$ cat config.mk
export PLATFORM = sky130hd
export DESIGN_NAME = spi_matrix_column_tx
export DESIGN_NICKNAME = d
export VERILOG_FILES = /design/src/rtl/spi_matrix_column_tx.sv
export SDC_FILE = /design/constraint.sdc
export NUM_CORES = 1
export LEC_CHECK = 0
export ABC_AREA = 1
export CORE_ASPECT_RATIO = 0.8
export CORE_MARGIN = 2
export CORE_UTILIZATION = 53
export DETAILED_ROUTE_END_ITERATION = 7
export GPL_TIMING_DRIVEN = 0
export PLACE_DENSITY_LB_ADDON = 0.2
export SLEW_MARGIN = 15
export SYNTH_ARGS = -nofsm -noshare
export SYNTH_HDL_FRONTEND = slang
export SYNTH_SLANG_ARGS = --single-unit
export TNS_END_PERCENT = 10
$ cat constraint.sdc
create_clock -name clk_i -period 2.1 [get_ports clk_i]
set_input_delay 0.315 -clock clk_i [delete_from_list [all_inputs] [get_ports clk_i]]
set_output_delay 0.315 -clock clk_i [all_outputs]
set_load 0.01 [all_outputs]
$ cat src/rtl/spi_matrix_column_tx.sv
// spi_matrix_column_tx
// Multi-lane SPI output stage for the LED-matrix driver. One SPI_SIZE-bit word
// per lane is shifted out in parallel on CHANNEL_NUMBER MOSI lines sharing a
// single mode-0 SPI clock. Before the data, an optional column step drives the
// 74HC595-style column-select register: one serial shift, a storage latch, and
// then a blanking window with the column outputs disabled.
//
// Ports
//   clk_i                 system clock
//   rst_i                 synchronous active-high reset
//   data_in_i             lane c word in bits [c*SPI_SIZE +: SPI_SIZE]
//   start_first_column_i  select column 0, then send the word
//   start_next_column_i   advance one column (wrapping), then send the word
//   next_data_i           send the word without touching the column register
//   extra_bit_i           appended as the last bit when EXTRA_BIT_EN=1
//   tx_finish_o           high while idle and ready for a command
//   column_index_o        column currently latched in the select register
//   spi_clk_o/spi_mosi_o  shared SPI clock and per-lane data
//   ser_clk_o/ser_data_o  column register shift clock and serial input
//   ser_stcp_o            column register storage latch
//   ser_n_enable_o        active-low column output enable
`timescale 1ns/1ps
module spi_matrix_column_tx #(
    parameter int CHANNEL_NUMBER = 3,
    parameter int SPI_SIZE       = 8,
    parameter int MSB_FIRST      = 1,
    parameter int CLK_DIV        = 2,
    parameter int COLUMN_COUNT   = 16,
    parameter int BLANK_CYCLES   = 4,
    parameter int EXTRA_BIT_EN   = 0
) (
    input  logic                               clk_i,
    input  logic                               rst_i,
    input  logic [CHANNEL_NUMBER*SPI_SIZE-1:0] data_in_i,
    input  logic                               start_first_column_i,
    input  logic                               start_next_column_i,
    input  logic                               next_data_i,
    input  logic                               extra_bit_i,
    output logic                               tx_finish_o,
    output logic [$clog2(COLUMN_COUNT)-1:0]    column_index_o,
    output logic                               spi_clk_o,
    output logic [CHANNEL_NUMBER-1:0]          spi_mosi_o,
    output logic                               ser_clk_o,
    output logic                               ser_data_o,
    output logic                               ser_stcp_o,
    output logic                               ser_n_enable_o
);

    localparam int NBITS      = SPI_SIZE + EXTRA_BIT_EN;
    localparam int COL_W      = $clog2(COLUMN_COUNT);
    localparam int BIT_W      = (NBITS > 1) ? $clog2(NBITS) : 1;
    localparam int CNT_MAX    = (2 * CLK_DIV > BLANK_CYCLES) ? 2 * CLK_DIV : BLANK_CYCLES;
    localparam int CNT_W      = $clog2(CNT_MAX + 1);
    localparam int BLANK_LAST = (BLANK_CYCLES > 0) ? BLANK_CYCLES - 1 : 0;

    localparam logic [CNT_W-1:0] HALF_END  = CNT_W'(CLK_DIV - 1);
    localparam logic [CNT_W-1:0] FULL_END  = CNT_W'(2 * CLK_DIV - 1);
    localparam logic [CNT_W-1:0] BLANK_END = CNT_W'(BLANK_LAST);
    localparam logic [BIT_W-1:0] BIT_END   = BIT_W'(NBITS - 1);
    localparam logic [COL_W-1:0] COL_END   = COL_W'(COLUMN_COUNT - 1);

    typedef enum logic [2:0] {IDLE, COL_SHIFT, COL_LATCH, BLANK, DATA} state_t;

    state_t                                state_q, state_d;
    logic [CNT_W-1:0]                      cnt_q, cnt_d;
    logic [BIT_W-1:0]                      bit_q, bit_d;
    logic [COL_W-1:0]                      column_q, column_d;
    logic [COL_W-1:0]                      col_next_q, col_next_d;
    logic [CHANNEL_NUMBER-1:0][NBITS-1:0]  seq_q, seq_d;
    logic                                  spi_clk_q, spi_clk_d;
    logic [CHANNEL_NUMBER-1:0]             mosi_q, mosi_d;
    logic                                  ser_clk_q, ser_clk_d;
    logic                                  ser_data_q, ser_data_d;
    logic                                  ser_stcp_q, ser_stcp_d;
    logic                                  ser_n_en_q, ser_n_en_d;

    logic [CHANNEL_NUMBER-1:0][NBITS-1:0]  load_seq;
    logic [CHANNEL_NUMBER-1:0][NBITS-1:0]  seq_shift;
    logic [CHANNEL_NUMBER-1:0]             first_loaded;
    logic [CHANNEL_NUMBER-1:0]             first_stored;
    logic [CHANNEL_NUMBER-1:0]             next_bits;

    // Each lane's word is rearranged into transmit order so the top bit is
    // always the one on the wire; the extra bit sits at the bottom so it goes last.
    always_comb begin
        load_seq     = '0;
        seq_shift    = '0;
        first_loaded = '0;
        first_stored = '0;
        next_bits    = '0;
        for (int c = 0; c < CHANNEL_NUMBER; c++) begin
            for (int b = 0; b < SPI_SIZE; b++) begin
                if (MSB_FIRST != 0)
                    load_seq[c][NBITS-1-b] = data_in_i[c*SPI_SIZE + SPI_SIZE-1-b];
                else
                    load_seq[c][NBITS-1-b] = data_in_i[c*SPI_SIZE + b];
            end
            if (EXTRA_BIT_EN != 0)
                load_seq[c][0] = extra_bit_i;
            seq_shift[c]    = seq_q[c] << 1;
            first_loaded[c] = load_seq[c][NBITS-1];
            first_stored[c] = seq_q[c][NBITS-1];
            next_bits[c]    = seq_shift[c][NBITS-1];
        end
    end

    // Sequencer. All outputs are registered; cnt_q counts clk cycles within the
    // current phase and is cleared on every state change.
    always_comb begin
        state_d    = state_q;
        cnt_d      = cnt_q + CNT_W'(1);
        bit_d      = bit_q;
        column_d   = column_q;
        col_next_d = col_next_q;
        seq_d      = seq_q;
        spi_clk_d  = spi_clk_q;
        mosi_d     = mosi_q;
        ser_clk_d  = ser_clk_q;
        ser_data_d = ser_data_q;
        ser_stcp_d = ser_stcp_q;
        ser_n_en_d = ser_n_en_q;

        unique case (state_q)
            IDLE: begin
                cnt_d = '0;
                if (start_first_column_i || start_next_column_i) begin
                    // A step past the last column wraps by injecting a fresh 1.
                    if (start_first_column_i || column_q == COL_END) begin
                        ser_data_d = 1'b1;
                        col_next_d = '0;
                    end else begin
                        ser_data_d = 1'b0;
                        col_next_d = column_q + COL_W'(1);
                    end
                    ser_clk_d  = 1'b0;
                    ser_n_en_d = 1'b1;
                    seq_d      = load_seq;
                    state_d    = COL_SHIFT;
                end else if (next_data_i) begin
                    seq_d     = load_seq;
                    mosi_d    = first_loaded;
                    spi_clk_d = 1'b0;
                    bit_d     = '0;
                    state_d   = DATA;
                end
            end
            COL_SHIFT: begin
                if (cnt_q == HALF_END)
                    ser_clk_d = 1'b1;
                if (cnt_q == FULL_END) begin
                    ser_clk_d  = 1'b0;
                    ser_stcp_d = 1'b1;
                    cnt_d      = '0;
                    state_d    = COL_LATCH;
                end
            end
            COL_LATCH: begin
                if (cnt_q == HALF_END) begin
                    ser_stcp_d = 1'b0;
                    column_d   = col_next_q;
                    cnt_d      = '0;
                    if (BLANK_CYCLES == 0) begin
                        ser_n_en_d = 1'b0;
                        mosi_d     = first_stored;
                        spi_clk_d  = 1'b0;
                        bit_d      = '0;
                        state_d    = DATA;
                    end else begin
                        state_d = BLANK;
                    end
                end
            end
            BLANK: begin
                if (cnt_q == BLANK_END) begin
                    ser_n_en_d = 1'b0;
                    mosi_d     = first_stored;
                    spi_clk_d  = 1'b0;
                    bit_d      = '0;
                    cnt_d      = '0;
                    state_d    = DATA;
                end
            end
            DATA: begin
                if (cnt_q == HALF_END)
                    spi_clk_d = 1'b1;
                if (cnt_q == FULL_END) begin
                    spi_clk_d = 1'b0;
                    cnt_d     = '0;
                    if (bit_q == BIT_END) begin
                        mosi_d  = '0;
                        state_d = IDLE;
                    end else begin
                        bit_d  = bit_q + BIT_W'(1);
                        seq_d  = seq_shift;
                        mosi_d = next_bits;
                    end
                end
            end
            default: state_d = IDLE;
        endcase
    end

    // State and output registers with synchronous reset.
    always_ff @(posedge clk_i) begin
        if (rst_i) begin
            state_q    <= IDLE;
            cnt_q      <= '0;
            bit_q      <= '0;
            column_q   <= '0;
            col_next_q <= '0;
            seq_q      <= '0;
            spi_clk_q  <= 1'b0;
            mosi_q     <= '0;
            ser_clk_q  <= 1'b0;
            ser_data_q <= 1'b0;
            ser_stcp_q <= 1'b0;
            ser_n_en_q <= 1'b1;
        end else begin
            state_q    <= state_d;
            cnt_q      <= cnt_d;
            bit_q      <= bit_d;
            column_q   <= column_d;
            col_next_q <= col_next_d;
            seq_q      <= seq_d;
            spi_clk_q  <= spi_clk_d;
            mosi_q     <= mosi_d;
            ser_clk_q  <= ser_clk_d;
            ser_data_q <= ser_data_d;
            ser_stcp_q <= ser_stcp_d;
            ser_n_en_q <= ser_n_en_d;
        end
    end

    assign tx_finish_o    = (state_q == IDLE);
    assign column_index_o = column_q;
    assign spi_clk_o      = spi_clk_q;
    assign spi_mosi_o     = mosi_q;
    assign ser_clk_o      = ser_clk_q;
    assign ser_data_o     = ser_data_q;
    assign ser_stcp_o     = ser_stcp_q;
    assign ser_n_enable_o = ser_n_en_q;

endmodule

==> run_results.csv <==
group,metric,value,unit
critical_path,setup.worst_path.end_class,"output pin",
drt,drtIter0Drc,201,
timing,drv_slew,0,
clock_tree,cts_buffer_depth,2,
timing,rsz0062_at_grt,"false",
synthesis,netlist_area,2550,um2
timing,period_needed,1.95,ns
global_routing,grt_max_degree,16,
global_routing,grt_pass1_wl,10000,um
flow_run,drv_cap,0,
global_routing,overflow,0,
critical_path,start_kind,"register",
finish,layout.nets,467,
clock_tree,clkLatencyLatePin,0.31,ns
finish,areaGrowthSynthToFinish,22.5,%
critical_path,crit_type,"register to output pin",
drt,met3_length,398,um
synthesis,async_flop_share,0,%
synthesis,synthCells,382,
global_routing,grt_usage,24.0,%
clock_tree,cts.repair.resized,0,
power,power.total,3.82,mW
critical_path,worstPathCellList,"nor2_4, nand2_1, inv_1, clkdlybuf4s50_1",
floorplanning,ioPinCount,43,
critical_path,crit_slowest_cell,"clkdlybuf4s50_1",
drt,drcViolationCount,0,
power,power_density,1220,nW/um2
synthesis,ys_warn_count,0,
synthesis,syn_area_per_cell,6.67,um2
min_path,hp-class,"register to register",
critical_path,crit_family,"buffers and inverters",
timing,setup_tns,0,ns
synthesis,synth_edf_count,0,
finish,drive_gt1_share,6.50,%
floorplanning,fp.dieW,81.5,um
floorplanning,rows,22,
clock_tree,tritoncts,"done",
finish,final_common_cell,"nand2_1",
finish,fillers,446,
timing,finalCritPeriodShare,92.7,%
power,p_leak,1.42,nW
critical_path,cp_max_fo,8,
timing,clock_skew,0.00591,ns
clock_tree,cts_buffers,5,
critical_path,cp_num_buf_inv,2,
placed_design,place_congestion,0.861,
drt,dr_total_vias,2567,
clock_tree,cts_num_sinks,49,
synthesis,synth.yosys.seq_area_share,38.5,%
placed_design,dp_hpwl,4320,um
floorplanning,die_h,66.0,um
clock_tree,cts.clk_slew.worst_paths,0.09,ns
drt,drt-pass1-iter-count,5,
drt,maxUsedRoutingLayer,"met4",
critical_path,required,1.78,ns
drt,final_antenna_net_count,0,
timing,slew_headroom,63.7,%
finish,post-route-util,67.8,%
critical_path,slowest_delay,0.55,ns
timing,setup_violations,0,
run_status,outcome,"complete, no violations",
synthesis,syn-num-nets,419,
placed_design,io_buffers,41,
finish,diodes,0,
clock_tree,cts_root_buf,"clkbuf_8",
timing,timing_worst_slew_pin_value,0.544,ns
clock_tree,ctsHoldBuffers,0,
drt,wl_met1,3000,um
drt,dr_wl_met2,2590,um
global_routing,antenna_found_initial,0,
drt,wire_per_inst,12.4,um
clock_tree,post_cts_buffers,0,
timing,finalHoldViolCount,0,
timing,fmax,514,MHz
clock_tree,htreeDepth,2,
power,ir_drop,0.803,mV
finish,final_cell_mix,"129 x nand2_1, 49 x dfxtp_1, 41 x nand3_1, 41 x clkdlybuf4s50_1, 38 x nor2_1",
drt,drt_wl_total,6070,um
synthesis,yosys_most_used_dff,"dfxtp_1",
drt,via_per_inst,5.23,
floorplanning,initial_core_util,55.4,%
floorplanning,die_area,5380,um2
floorplanning,core_area,4600,um2
synthesis,ys_seq_elements,49,
global_routing,grt_pass1_vias,2260,
synthesis,synth.distinct_cells,26,
critical_path,arrival,1.63,ns
[report_power, final]
part	switching, mW	total [mW]	leakage [nW]	internal [mW]
clock	0.334	0.565	0.0439	0.231
combinational	1.15	1.90	0.972	0.756
sequential	0.155	1.35	0.402	1.20
total	1.63	3.82	1.42	2.18
[final cells by class]
type	count	area, um2	share of cell area (%)
multi-input combinational	284	1340	42.8
tap	60	75.1	2.41
sequential	49	981	31.5
clock buffer	5	68.8	2.21
clock inverter	3	17.5	0.562
inverter	33	124	3.97
buffer	16	106	3.41
timing repair buffer	41	410	13.2
[routing by layer]
metal	vias to the layer above	global-route usage, %
met5	-	0
met4	0	6.99
met3	9	5.46
met2	90	36.3
met1	1155	33.9
li1	1313	-
[Yosys cell counts, types with 3 or more instances]
cell type    n  area share, %
a21oi_1     32            6.3
clkbuf_1     4           0.59
o211ai_1     4            1.2
nand3_1     41            8.1
dfxtp_1     49             39
nor2_4       3            1.3
nor2_1      38            5.6
o21ai_0     14            2.8
buf_4        5            1.5
nand2_1    129             19
inv_1       32            4.7
ha_1         7            3.4
buf_2        4           0.79
buf_6        3            1.3
[worst paths after layout]
kind	from	endpoint	slack, ns	cells past startpoint
worst max-delay path	state_q[0]	tx_finish_o	0.15	4
worst min-delay path	col_next_q[0]	column_index_o[0]	0.46	2
worst max register to register	cnt_q[0]	spi_mosi_o[0]	0.20	9
worst min register to register	col_next_q[0]	column_index_o[0]	0.46	2
[worst min-delay path: stages (launching register included)]
cell and delay (ns):
dfxtp_1 0.31, inv_1 0.06, a21oi_1 0.05
[logic make-up (layout without fill, tap and decap cells)]
family	after synthesis	count (layout)	share of synthesized area (%)
AOI/OAI and AO/OA	57	57	12.1
and+or+nand+nor	218	218	36.2
adders and majority gates	7	7	3.44
xor gates and xnor gates	2	2	0.688
DFF	49	49	38.5
buffers and inverters	49	98	9.04
[sequential cells by signal, summed over array words and instances, names as in the netlist]
| name | flops |
|---|---|
| bit_q | 3 |
| ser_data_o | 1 |
| spi_mosi_o | 3 |
| next_bits | 3 |
| col_next_q | 4 |
| first_stored | 3 |
| spi_clk_o | 1 |
| ser_n_enable_o | 1 |
| ser_clk_o | 1 |
| cnt_q | 3 |
| ser_stcp_o | 1 |
| seq_q | 18 |
| column_index_o | 4 |
| state_q | 3 |
[stage by stage]
step / cells / setup slack, ns / hold WS, ns / instance area, um2
floorplan: 382 / 0.535 / 0.429 / 2550
global placement: 483 / 0.240 / 0.430 / 3030
detailed placement: 483 / 0.216 / 0.447 / 3030
CTS: 491 / 0.149 / 0.461 / 3120
global route: 491 / 0.0582 / 0.485 / 3120
finish: 491 / 0.153 / 0.464 / 3120
(Power assumes the default switching activity.)
